==> src/rtl/cpu_control_pkg.sv <==
// Shared encodings for the multicycle controller: opcodes, extensions, states, ALU and mux codes.
// The MUL_WAIT state exists only when MULTIPLY_EN is defined.
package cpu_control_pkg;

    localparam logic [3:0] OP_RTYPE  = 4'b0000;
    localparam logic [3:0] OP_ANDI   = 4'b0001;
    localparam logic [3:0] OP_ORI    = 4'b0010;
    localparam logic [3:0] OP_XORI   = 4'b0011;
    localparam logic [3:0] OP_MEMORY = 4'b0100;
    localparam logic [3:0] OP_ADDI   = 4'b0101;
    localparam logic [3:0] OP_SUBI   = 4'b1001;
    localparam logic [3:0] OP_CMPI   = 4'b1011;
    localparam logic [3:0] OP_BCOND  = 4'b1100;
    localparam logic [3:0] OP_MOVI   = 4'b1101;
    localparam logic [3:0] OP_MULI   = 4'b1110;
    localparam logic [3:0] OP_LUI    = 4'b1111;

    // Register-form extensions share codes with their immediate opcodes
    localparam logic [3:0] EXT_AND   = 4'b0001;
    localparam logic [3:0] EXT_OR    = 4'b0010;
    localparam logic [3:0] EXT_XOR   = 4'b0011;
    localparam logic [3:0] EXT_ADD   = 4'b0101;
    localparam logic [3:0] EXT_SUB   = 4'b1001;
    localparam logic [3:0] EXT_CMP   = 4'b1011;
    localparam logic [3:0] EXT_MOV   = 4'b1101;
    localparam logic [3:0] EXT_MUL   = 4'b1110;

    localparam logic [3:0] EXT_LOAD  = 4'b0000;
    localparam logic [3:0] EXT_STOR  = 4'b0100;
    localparam logic [3:0] EXT_JAL   = 4'b1000;
    localparam logic [3:0] EXT_JCOND = 4'b1100;

    typedef enum logic [3:0] {
        S_IDLE    = 4'd0,
        S_FETCH   = 4'd1,
        S_DECODE  = 4'd2,
        S_EXECUTE = 4'd3,
        S_LOAD    = 4'd4,
        S_STORE   = 4'd5,
        S_BRANCH  = 4'd6,
        S_JUMP    = 4'd7,
        S_JAL     = 4'd8,
        S_FAULT   = 4'd9
`ifdef MULTIPLY_EN
        ,
        S_MUL_WAIT = 4'd10
`endif
    } state_t;

    localparam logic [3:0] ALU_ADD = 4'd0;
    localparam logic [3:0] ALU_SUB = 4'd1;
    localparam logic [3:0] ALU_AND = 4'd2;
    localparam logic [3:0] ALU_OR  = 4'd3;
    localparam logic [3:0] ALU_XOR = 4'd4;
    localparam logic [3:0] ALU_CMP = 4'd5;
    localparam logic [3:0] ALU_MOV = 4'd6;
    localparam logic [3:0] ALU_MUL = 4'd7;

    localparam logic [1:0] A_PC       = 2'd0;
    localparam logic [1:0] A_DEST     = 2'd1;
    localparam logic [1:0] B_ONE      = 2'd0;
    localparam logic [1:0] B_SOURCE   = 2'd1;
    localparam logic [1:0] B_IMM_SEXT = 2'd2;
    localparam logic [1:0] B_IMM_ZEXT = 2'd3;

    localparam logic [1:0] WSEL_ALU    = 2'd0;
    localparam logic [1:0] WSEL_MEMORY = 2'd1;
    localparam logic [1:0] WSEL_PC     = 2'd2;
    localparam logic [1:0] WSEL_LUI    = 2'd3;

    typedef struct packed {
        logic       legal;
        logic [3:0] alu_op;
        logic [1:0] b_sel;
        logic [1:0] wsel;
        logic       rwe;
        logic       fwe;
    } exec_ctrl_t;

    // Single-cycle ALU instructions; anything else comes back with legal = 0
    function automatic exec_ctrl_t exec_decode(input logic [3:0] op, input logic [3:0] ext);
        exec_ctrl_t c;
        logic [3:0] code;
        c       = '0;
        c.legal = 1'b1;
        c.rwe   = 1'b1;
        c.wsel  = WSEL_ALU;
        c.b_sel = B_IMM_SEXT;
        code    = op;
        case (op)
            OP_RTYPE: begin
                code    = ext;
                c.b_sel = B_SOURCE;
            end
            OP_ANDI, OP_ORI, OP_XORI:           c.b_sel = B_IMM_ZEXT;
            OP_ADDI, OP_SUBI, OP_CMPI, OP_MOVI: c.b_sel = B_IMM_SEXT;
            OP_LUI: begin
                code    = EXT_MOV;
                c.b_sel = B_IMM_ZEXT;
                c.wsel  = WSEL_LUI;
            end
            default: code = 4'b0000;
        endcase
        case (code)
            EXT_AND: c.alu_op = ALU_AND;
            EXT_OR:  c.alu_op = ALU_OR;
            EXT_XOR: c.alu_op = ALU_XOR;
            EXT_MOV: c.alu_op = ALU_MOV;
            EXT_ADD: begin
                c.alu_op = ALU_ADD;
                c.fwe    = 1'b1;
            end
            EXT_SUB: begin
                c.alu_op = ALU_SUB;
                c.fwe    = 1'b1;
            end
            EXT_CMP: begin
                c.alu_op = ALU_CMP;
                c.fwe    = 1'b1;
                c.rwe    = 1'b0;
            end
            default: begin
                c.legal = 1'b0;
                c.rwe   = 1'b0;
            end
        endcase
        return c;
    endfunction

endpackage

==> src/rtl/multicycle_controller_wait_timer.sv <==
// Counts consecutive not-ready cycles of a memory access and flags the MAX_WAIT-th one.
module wait_timer #(
    parameter int unsigned MAX_WAIT  = 15,
    parameter int unsigned WAIT_BITS = 8
) (
    input  logic clock,
    input  logic reset,
    input  logic i_active,
    input  logic i_ready,
    output logic o_timeout
);

    logic [WAIT_BITS-1:0] r_count;

    // Consecutive not-ready counter; any ready cycle or leaving the access clears it
    always_ff @(posedge clock) begin
        if (reset) begin
            r_count <= {WAIT_BITS{1'b0}};
        end else if (!i_active || i_ready) begin
            r_count <= {WAIT_BITS{1'b0}};
        end else begin
            r_count <= r_count + WAIT_BITS'(1);
        end
    end

    // r_count holds the cycles already missed, so the current cycle is number r_count+1
    assign o_timeout = i_active & ~i_ready & (r_count == WAIT_BITS'(MAX_WAIT - 1));

endmodule

==> src/rtl/multicycle_controller.sv <==
// Multi-cycle control FSM driving the 16-bit CPU datapath from instruction register fields.
// Define MULTIPLY_EN to add the MUL_WAIT state for MULI / RTYPE MUL.
module multicycle_controller
    import cpu_control_pkg::*;
#(
    parameter int unsigned ALU_OP_BITS = 4,
    parameter int unsigned MAX_WAIT    = 15,
    parameter int unsigned WAIT_BITS   = 8
`ifdef MULTIPLY_EN
    ,
    parameter int unsigned MUL_LATENCY = 4
`endif
) (
    input  logic                   clock,
    input  logic                   reset,
    input  logic [3:0]             instruction_operation,
    input  logic [3:0]             instruction_extension,
    input  logic                   memory_ready,
    input  logic                   branch_taken,
    output logic                   memory_request,
    output logic                   memory_write_enable,
    output logic                   memory_address_select,
    output logic                   instruction_write_enable,
    output logic                   program_counter_write_enable,
    output logic                   program_counter_select,
    output logic [1:0]             alu_a_select,
    output logic [1:0]             alu_b_select,
    output logic [ALU_OP_BITS-1:0] alu_operation,
    output logic                   register_write_enable,
    output logic [1:0]             register_write_select,
    output logic                   flags_write_enable,
    output logic                   illegal_instruction,
    output logic                   bus_fault
);

    state_t     r_state;
    state_t     w_next;
    logic       r_bus_fault;
    logic       w_mem_active;
    logic       w_timeout;
    logic       w_is_mul;
    exec_ctrl_t w_exec;

    assign w_mem_active = (r_state == S_FETCH) | (r_state == S_LOAD) | (r_state == S_STORE);
    assign w_exec       = exec_decode(instruction_operation, instruction_extension);
    assign w_is_mul     = (instruction_operation == OP_MULI) |
                          ((instruction_operation == OP_RTYPE) & (instruction_extension == EXT_MUL));
    assign bus_fault    = r_bus_fault;

    wait_timer #(
        .MAX_WAIT  (MAX_WAIT),
        .WAIT_BITS (WAIT_BITS)
    ) u_wait_timer (
        .clock     (clock),
        .reset     (reset),
        .i_active  (w_mem_active),
        .i_ready   (memory_ready),
        .o_timeout (w_timeout)
    );

    // State register and sticky bus fault flag
    always_ff @(posedge clock) begin
        if (reset) begin
            r_state     <= S_IDLE;
            r_bus_fault <= 1'b0;
        end else begin
            r_state <= w_next;
            if (w_timeout) begin
                r_bus_fault <= 1'b1;
            end
        end
    end

`ifdef MULTIPLY_EN
    logic [3:0] r_mul_count;
    logic       w_mul_last;

    assign w_mul_last = (r_mul_count == 4'(MUL_LATENCY - 1));

    // Cycles spent in MUL_WAIT for the current multiply
    always_ff @(posedge clock) begin
        if (reset) begin
            r_mul_count <= 4'd0;
        end else if (r_state == S_MUL_WAIT) begin
            r_mul_count <= r_mul_count + 4'd1;
        end else begin
            r_mul_count <= 4'd0;
        end
    end
`endif

    // Next-state and datapath control decode
    always_comb begin
        w_next                       = r_state;
        memory_request               = 1'b0;
        memory_write_enable          = 1'b0;
        memory_address_select        = 1'b0;
        instruction_write_enable     = 1'b0;
        program_counter_write_enable  = 1'b0;
        program_counter_select       = 1'b0;
        alu_a_select                 = A_PC;
        alu_b_select                 = B_ONE;
        alu_operation                = ALU_OP_BITS'(ALU_ADD);
        register_write_enable        = 1'b0;
        register_write_select        = WSEL_ALU;
        flags_write_enable           = 1'b0;
        illegal_instruction          = 1'b0;
        case (r_state)
            S_IDLE: w_next = S_FETCH;
            S_FETCH: begin
                memory_request = 1'b1;
                if (memory_ready) begin
                    instruction_write_enable    = 1'b1;
                    program_counter_write_enable = 1'b1;
                    w_next                       = S_DECODE;
                end else if (w_timeout) begin
                    w_next = S_FAULT;
                end else begin
                    w_next = S_FETCH;
                end
            end
            S_DECODE: begin
                if (w_exec.legal) begin
                    w_next = S_EXECUTE;
                end else if (instruction_operation == OP_MEMORY) begin
                    case (instruction_extension)
                        EXT_LOAD:  w_next = S_LOAD;
                        EXT_STOR:  w_next = S_STORE;
                        EXT_JAL:   w_next = S_JAL;
                        EXT_JCOND: w_next = S_JUMP;
                        default: begin
                            illegal_instruction = 1'b1;
                            w_next              = S_FETCH;
                        end
                    endcase
                end else if (instruction_operation == OP_BCOND) begin
                    w_next = S_BRANCH;
                end else if (w_is_mul) begin
`ifdef MULTIPLY_EN
                    w_next = S_MUL_WAIT;
`else
                    illegal_instruction = 1'b1;
                    w_next              = S_FETCH;
`endif
                end else begin
                    illegal_instruction = 1'b1;
                    w_next              = S_FETCH;
                end
            end
            S_EXECUTE: begin
                alu_a_select          = A_DEST;
                alu_b_select          = w_exec.b_sel;
                alu_operation         = ALU_OP_BITS'(w_exec.alu_op);
                register_write_select = w_exec.wsel;
                register_write_enable = w_exec.rwe;
                flags_write_enable    = w_exec.fwe;
                w_next                = S_FETCH;
            end
            S_LOAD: begin
                memory_request        = 1'b1;
                memory_address_select = 1'b1;
                register_write_select = WSEL_MEMORY;
                if (memory_ready) begin
                    register_write_enable = 1'b1;
                    w_next                = S_FETCH;
                end else if (w_timeout) begin
                    w_next = S_FAULT;
                end else begin
                    w_next = S_LOAD;
                end
            end
            S_STORE: begin
                memory_request        = 1'b1;
                memory_write_enable   = 1'b1;
                memory_address_select = 1'b1;
                if (memory_ready) begin
                    w_next = S_FETCH;
                end else if (w_timeout) begin
                    w_next = S_FAULT;
                end else begin
                    w_next = S_STORE;
                end
            end
            S_BRANCH: begin
                alu_b_select                 = B_IMM_SEXT;
                program_counter_write_enable = branch_taken;
                w_next                       = S_FETCH;
            end
            S_JUMP: begin
                program_counter_select       = 1'b1;
                program_counter_write_enable = branch_taken;
                w_next                       = S_FETCH;
            end
            S_JAL: begin
                register_write_select        = WSEL_PC;
                register_write_enable        = 1'b1;
                program_counter_select       = 1'b1;
                program_counter_write_enable = 1'b1;
                w_next                       = S_FETCH;
            end
`ifdef MULTIPLY_EN
            S_MUL_WAIT: begin
                alu_a_select  = A_DEST;
                alu_b_select  = (instruction_operation == OP_RTYPE) ? B_SOURCE : B_IMM_SEXT;
                alu_operation = ALU_OP_BITS'(ALU_MUL);
                if (w_mul_last) begin
                    register_write_enable = 1'b1;
                    w_next                = S_FETCH;
                end else begin
                    w_next = S_MUL_WAIT;
                end
            end
`endif
            S_FAULT: w_next = S_FAULT;
            default: w_next = S_IDLE;
        endcase
    end

endmodule
==> config.mk <==
export PLATFORM = sky130hd
export DESIGN_NAME = multicycle_controller
export DESIGN_NICKNAME = d
export VERILOG_FILES = /design/src/rtl/cpu_control_pkg.sv /design/src/rtl/multicycle_controller_wait_timer.sv /design/src/rtl/multicycle_controller.sv
export SDC_FILE = /design/constraint.sdc
export NUM_CORES = 1
export LEC_CHECK = 0
export ABC_AREA = 0
export BUFFER_PORTS_ARGS = -buffer_cell sky130_fd_sc_hd__buf_2
export CORE_ASPECT_RATIO = 1.75
export CORE_MARGIN = 2
export CORE_UTILIZATION = 30
export CTS_CLUSTER_SIZE = 40
export DETAILED_ROUTE_END_ITERATION = 7
export GPL_TIMING_DRIVEN = 0
export HOLD_SLACK_MARGIN = 0.05
export PLACE_DENSITY = 0.56
export SETUP_SLACK_MARGIN = 0.15
export SYNTH_ARGS = -nofsm -noshare
export SYNTH_HDL_FRONTEND = slang
export SYNTH_HIERARCHICAL = 1
export SYNTH_SLANG_ARGS = --single-unit
export TNS_END_PERCENT = 5
==> constraint.sdc <==
create_clock -name clock -period 2.75 [get_ports clock]
set_input_delay 0.275 -clock clock [delete_from_list [all_inputs] [get_ports clock]]
set_output_delay 0.275 -clock clock [all_outputs]
set_load 0.005 [all_outputs]
; ---- After elaboration in Yosys (flattened, before gate mapping)
; Cells that the tools add are included.
[word_totals]
register_bits = 13
latch_bits = 0
ram_bits = 0
mem_bits_ro = 0
input_bits = 12
output_inout_bits = 20
wordCells = 92
mem_count = 0
[op_classes]
add_sub_neg = 1
n_mul = 0
div = 0
magnitude_cmp = 0
eq_ne = 30
n_shift = 0
mux = 36
bitwise_logic = 5
reduce_logical = 17
[op_table]
columns = op, count
row1 = $eq A4 B4 Y1 const B, 12
row2 = $mux W4, 9
row3 = $eq A4 B3 Y1 const B, 8
row4 = $eq A4 B2 Y1 const B, 6
row5 = $pmux W4 S6, 1
row6 = $pmux W3 S6, 1
row7 = $mux W1, 16
row8 = $pmux W4 S4, 1
row9 = $reduce_or A7 Y1, 2
row10 = $eq A4 B1 Y1 const B, 3
row11 = $logic_not A4 Y1, 3
row12 = $pmux W4 S3, 1
row13 = $add A8 B1 Y8 const B, 1
row14 = $eq A8 B4 Y1 const B, 1
row15 = $pmux W2 S2, 2
row16 = $reduce_or A2 Y1, 4
row17 = $reduce_or A4 Y1, 2
row18 = $pmux W1 S3, 2
row19 = $pmux W2 S3, 1
row20 = $reduce_or A3 Y1, 2
row21 = $reduce_or A6 Y1, 1
row22 = $reduce_or A5 Y1, 1
row23 = $mux W3, 1
row24 = $and A1 B1 Y1, 2
row25 = other kinds (5), 6

; ---- Logic depth before layout (Yosys ltp)
[logic_depth]
word_depth = 8
mapped_depth = 10
depth_no_buf = 9

; ---- Cells and area by module
; Netlist, hierarchy kept.
[modules_own_cells]
columns = mod, n_inst, cells_each, area_each_um2, seq_area_each_um2
row1 = multicycle_controller, 1, 116, 784.5, 100.1
row2 = wait_timer, 1, 40, 356.6, 160.2

; ---- Worst setup path before layout
; Ideal clock, no wire load.
[synth_timing]
path_kind = register to register
start = reg r_state[2]
end = reg r_state[3]
setup_ps = 92
arrival_ps = 2123
required_time_ps = 2658
setup_slack_ps = 535
stages_incl_launch_ff = 10
n_path_buf = 1
period_less_slack_ps = 2215
path_cell_list = dfxtp_1 -> clkbuf_1 -> o21bai_1 -> nor2_1 -> nor4b_1 -> nand3_1 -> nor4b_1 -> nor3b_1 -> a21oi_1 -> o32ai_1
[synth_via]
elab_chain_len = 8
word_cells_on_any_way = 22
classes_between = eq/ne (9) / mux (7) / bitwise (4) / reduce/logical (2)
[synth_rtl]
columns = element, line_no
row1 = "start, declared", multicycle_controller.sv:36  ; state_t r_state;
row2 = "start signal, assigned", multicycle_controller.sv:67  ; r_state <= w_next;
row3 = $eq A4 B1 Y1 or $eq A4 B3 Y1 (tied branches), multicycle_controller.sv:44  ; assign w_mem_active = (r_state == S_FETCH) | (r_state == S_LOAD) | (r_state == S_STORE);
row4 = $or A1 B1 Y1, multicycle_controller.sv:44
row5 = $or A1 B1 Y1 *, multicycle_controller.sv:44
row6 = net w_mem_active, multicycle_controller.sv:39  ; logic w_mem_active;
row7 = $and A1 B1 Y1 * (2 in series), multicycle_controller_wait_timer.sv:27  ; assign o_timeout = i_active & ~i_ready & (r_count == WAIT_BITS'(MAX_WAIT - 1));
row8 = net w_timeout, multicycle_controller.sv:40  ; logic w_timeout;
row9 = $mux W4 (on tied branches), "multicycle_controller.sv:178, multicycle_controller.sv:116, multicycle_controller.sv:166"
row10 = $mux W4 (on tied branches), "multicycle_controller.sv:176, multicycle_controller.sv:112, multicycle_controller.sv:163"
row11 = $pmux W4 S6 *, multicycle_controller.sv:108  ; case (r_state)
; The timed path passes the listed nets; every way through them passes the cells marked *.
; A chain may end at the register's enable or synchronous reset.

; ---- Final worst setup path
; Ends and elaborated chain as after synthesis.

==> run summary <==
The total DRC errors in the routed layout is 0. The worst setup path is captured at a register. The worst-path maximum fanout is 10.

The slowest stage of the critical path is the sky130_fd_sc_hd__dfxtp_1 cell. The die footprint came out at ~0.0043 mm2. The count of buffers from port buffering is 27.

The number of clock sinks seen by CTS came out at 13. The number of warnings reported in the yosys synthesis log came out at 6. For this run, the leading register cell type out of synthesis is sky130_fd_sc_hd__dfxtp_1. The setup path with the least slack is of type register to register. The global router's overall resource usage is between 15 and 20%. The summed instance area of the synthesized netlist is 0.00114 mm2. The overall overflow remaining after global route came out at 0. The internal portion of total power came out at approximately 340 uW. The clock skew came out at ~0.0030 ns. The standard cell core area is 0.00363 mm2. The post-synthesis sequential area ratio came out at 22.8%.

The required time of the worst setup path came out at 2.90 ns. Detailed placement ended at an HPWL of 2.54 mm. The transition time at the pin with the least slew margin came out at about 0.60 ns. The final-report max-slew violation count is 0. 0 antenna diodes ended up in the layout.

After detailed routing, the average wire length per cell comes to 13.9 um. The final worst setup slack is 0.427 ns. The mean number of vias per cell is between 5 and 6. The share of total power in combinational logic is 23.7%. Buffers inserted during clock tree synthesis total 3. The first-iteration detailed-routing DRC count came out at 28. The timing-limited maximum frequency came out at 0.430 GHz. For this design the total switching power over the nets is around 130 uW. The number of enable-type register cells in the synthesized netlist came out at 0. The number of buffers on the longest clock path came out at 2. The area overhead of the layout relative to synthesis came out at 22.7%. The biggest area contributor in the post-synthesis netlist is sky130_fd_sc_hd__dfxtp_1. After the flow finishes, the layout carries non-filler instances totaling roughly 230. The routed via count is 1260. The commonest cells after synthesis are 18 x sky130_fd_sc_hd__nor2_1, 17 x sky130_fd_sc_hd__nand2_1, 13 x sky130_fd_sc_hd__a21oi_1, 13 x sky130_fd_sc_hd__dfxtp_1, 7 x sky130_fd_sc_hd__o21ai_0.

The number of iterations in the first detailed-routing pass is 4. The design area is 0.00140 mm2. The final wirelength is 3.24 mm. Counting distinct cell types in the post-synthesis netlist gives 45. The standby leakage power is 0.578 nW.

The tightest min-delay check is of the input port to register type. The worst vdd rail ir drop came out at 0.000288 V. Entering global routing, the biggest net connects 11 pins.

Counting flops and latches in the post-synthesis netlist gives 13. The total number of placement rows came out at 29. Traced cell by cell, the critical path runs through buf_2, o21bai_1, nor2_1, nor4b_1, nand3_1, nor4b_4, nor3b_1, a21oi_1, o32ai_1. The top-level port count came out at 32. The global placement routability congestion came out at about 0.8. The floorplan step set the die height to 85.6 um.

The area of placed instances is 0.00134 mm2. The period utilization came out at a little over four fifths. The post-route minimum period is 2.32 ns. The initial core utilization is around a third. Hold repair after CTS inserted 0 buffers. sky130_fd_sc_hd__nor2_1 is the most common cell in the netlist. The average cell area after synthesis came out at 7.31 um2.

The clock-pin slew on the worst setup and hold paths came out at 0.06 ns. The tool flagged a number of max-cap violations equal to 0. The number of antenna violations at the first check in global routing came out at 0. The power share of the clock group came out at approximately 36%. The number of nets in the finished design is 203. The tree is rooted in a sky130_fd_sc_hd__clkbuf_8. The run finished with clean final reports. The proportion of netlist area held by the largest area contributor came out at about 23%. The share of layout cells above drive strength 1 came out at 28.2%. The highest cell delay on the worst timing path is 0.39 ns. Data on the critical path arrives at its endpoint at approximately 2.5 ns. Setup repair after global routing left no endpoint under its margin. The placement-stage worst setup slack is -0.00405 ns. The synthesized instance count is 156. The clock tree from TritonCTS is done. The worst setup path is launched from a register.

Counting tap cells, the placed design contains a total of 230 instances. The remaining max-slew budget at the tightest pin came out at about three fifths. Dividing total power by cell area gives a power density of 340 mW/mm2. The level count of the clock H-tree came out at 1. The first global-routing pass estimated between 5 and 6 mm of wire. In the final timing run, aggregate negative setup slack is 0 ns.

The horizontal die dimension is 50.6 um. The via count of the first global-routing pass is 1176. The post-detailed-route count of antenna-violating nets came out at 0.

The net switching fraction of the power came out at 28.3%. At the end of the flow the core is filled with cells to 38.6%. For this run, asynchronously set or reset flops after synthesis account for 0%. By area the synthesized netlist is led by sky130_fd_sc_hd__dfxtp_1 23%, sky130_fd_sc_hd__nor2_1 5.9%, sky130_fd_sc_hd__a21oi_1 5.7%.

The number of setup violations in the final report came out at 0. The portion of total power attributed to sequential cells came out at 40.8%. The count of endpoints failing hold in the final timing report was 0. The clock latency of the later-clocked register in the worst-skew pair came out at 0.24 ns.
## cell usage in the layout (no fill, tap or decap), types with 4 or more instances in the layout
cell type	count
sky130_fd_sc_hd__buf_2	33
sky130_fd_sc_hd__o21ai_0	7
sky130_fd_sc_hd__nor2_1	18
sky130_fd_sc_hd__nand3_1	5
sky130_fd_sc_hd__dfxtp_1	13
sky130_fd_sc_hd__o22ai_1	4
sky130_fd_sc_hd__or3_1	4
sky130_fd_sc_hd__nor3b_1	6
sky130_fd_sc_hd__nand2_1	17
sky130_fd_sc_hd__inv_1	6
sky130_fd_sc_hd__nand2b_1	4
sky130_fd_sc_hd__a21oi_1	13
## cell type report
type                    instances  area (um2)
flip-flops and latches         13         260
multi-input cells             126         811
inverters                       6        22.5
fillers                       412        2230
clock buffers                   4        45.0
plain buffers                  12        68.8
repair buffers                 27         135
well taps                      46        57.6
## critical path, delay by kind of cell (launching register included)
family	cells	cell delay, ns
simple gates	5	1.23
buf+inv	1	0.23
compound gates	3	0.41
flops	1	0.39
## registers in the layout, indices dropped and copies added (netlist names)
register and count:
u_wait_timer/r_count 8, r_state 4, bus_fault 1
## metrics by stage
step	hold slack, ns	power (mW)
4_1_cts	0.265	0.484
3_3_place_gp	0.450	0.310
5_1_grt	0.271	0.502
6_report	0.269	0.476
3_5_place_dp	0.472	0.310
2_1_floorplan	0.347	0.276
## logic make-up (layout without fill, tap and decap cells)
kind of cell	after synthesis	after routing	share of synthesized area (%)
simple gates	75	75	36.8
buf+inv	18	49	7.78
flops	13	13	22.8
xor+xnor	3	3	2.30
fa+ha+maj	2	2	2.19
compound gates	44	44	27.7
other cells	1	2	0.329
## power by group through the flow
stage | Combinational (mW) | Sequential [mW] | Clock, mW
global placement | 0.111 | 0.198 | 0
detailed placement | 0.111 | 0.198 | 0
global route | 0.123 | 0.194 | 0.184
floorplan | 0.0781 | 0.197 | 0
finish | 0.113 | 0.194 | 0.169
CTS | 0.112 | 0.194 | 0.178
## path summary, 6_finish.rpt
path / from / to / slack [ns] / depth (start not counted)
setup reg to reg: r_state[2] / r_state[3] / 0.43 / 9
hold / removal: reset / bus_fault / 0.27 / 2
hold reg to reg: u_wait_timer/r_count[0] / u_wait_timer/r_count[0] / 0.48 / 1
setup / recovery: r_state[2] / r_state[3] / 0.43 / 9
## layer usage
metal | vias to the layer above | wire [um] | GRT usage [%]
met2 | 34 | 1780 | 30.7
met1 | 595 | 1250 | 15.5
met5 | - | 0 | 0
met3 | 4 | 143 | 1.74
li1 | 627 | - | -
met4 | 0 | 70 | 7.62
## repair_timing
action	4_1_cts	5_1_grt
setup endpoints to repair	2	2
gates resized for setup	1	6
setup buffers	0	0
Power figures use the tool's default switching activity.
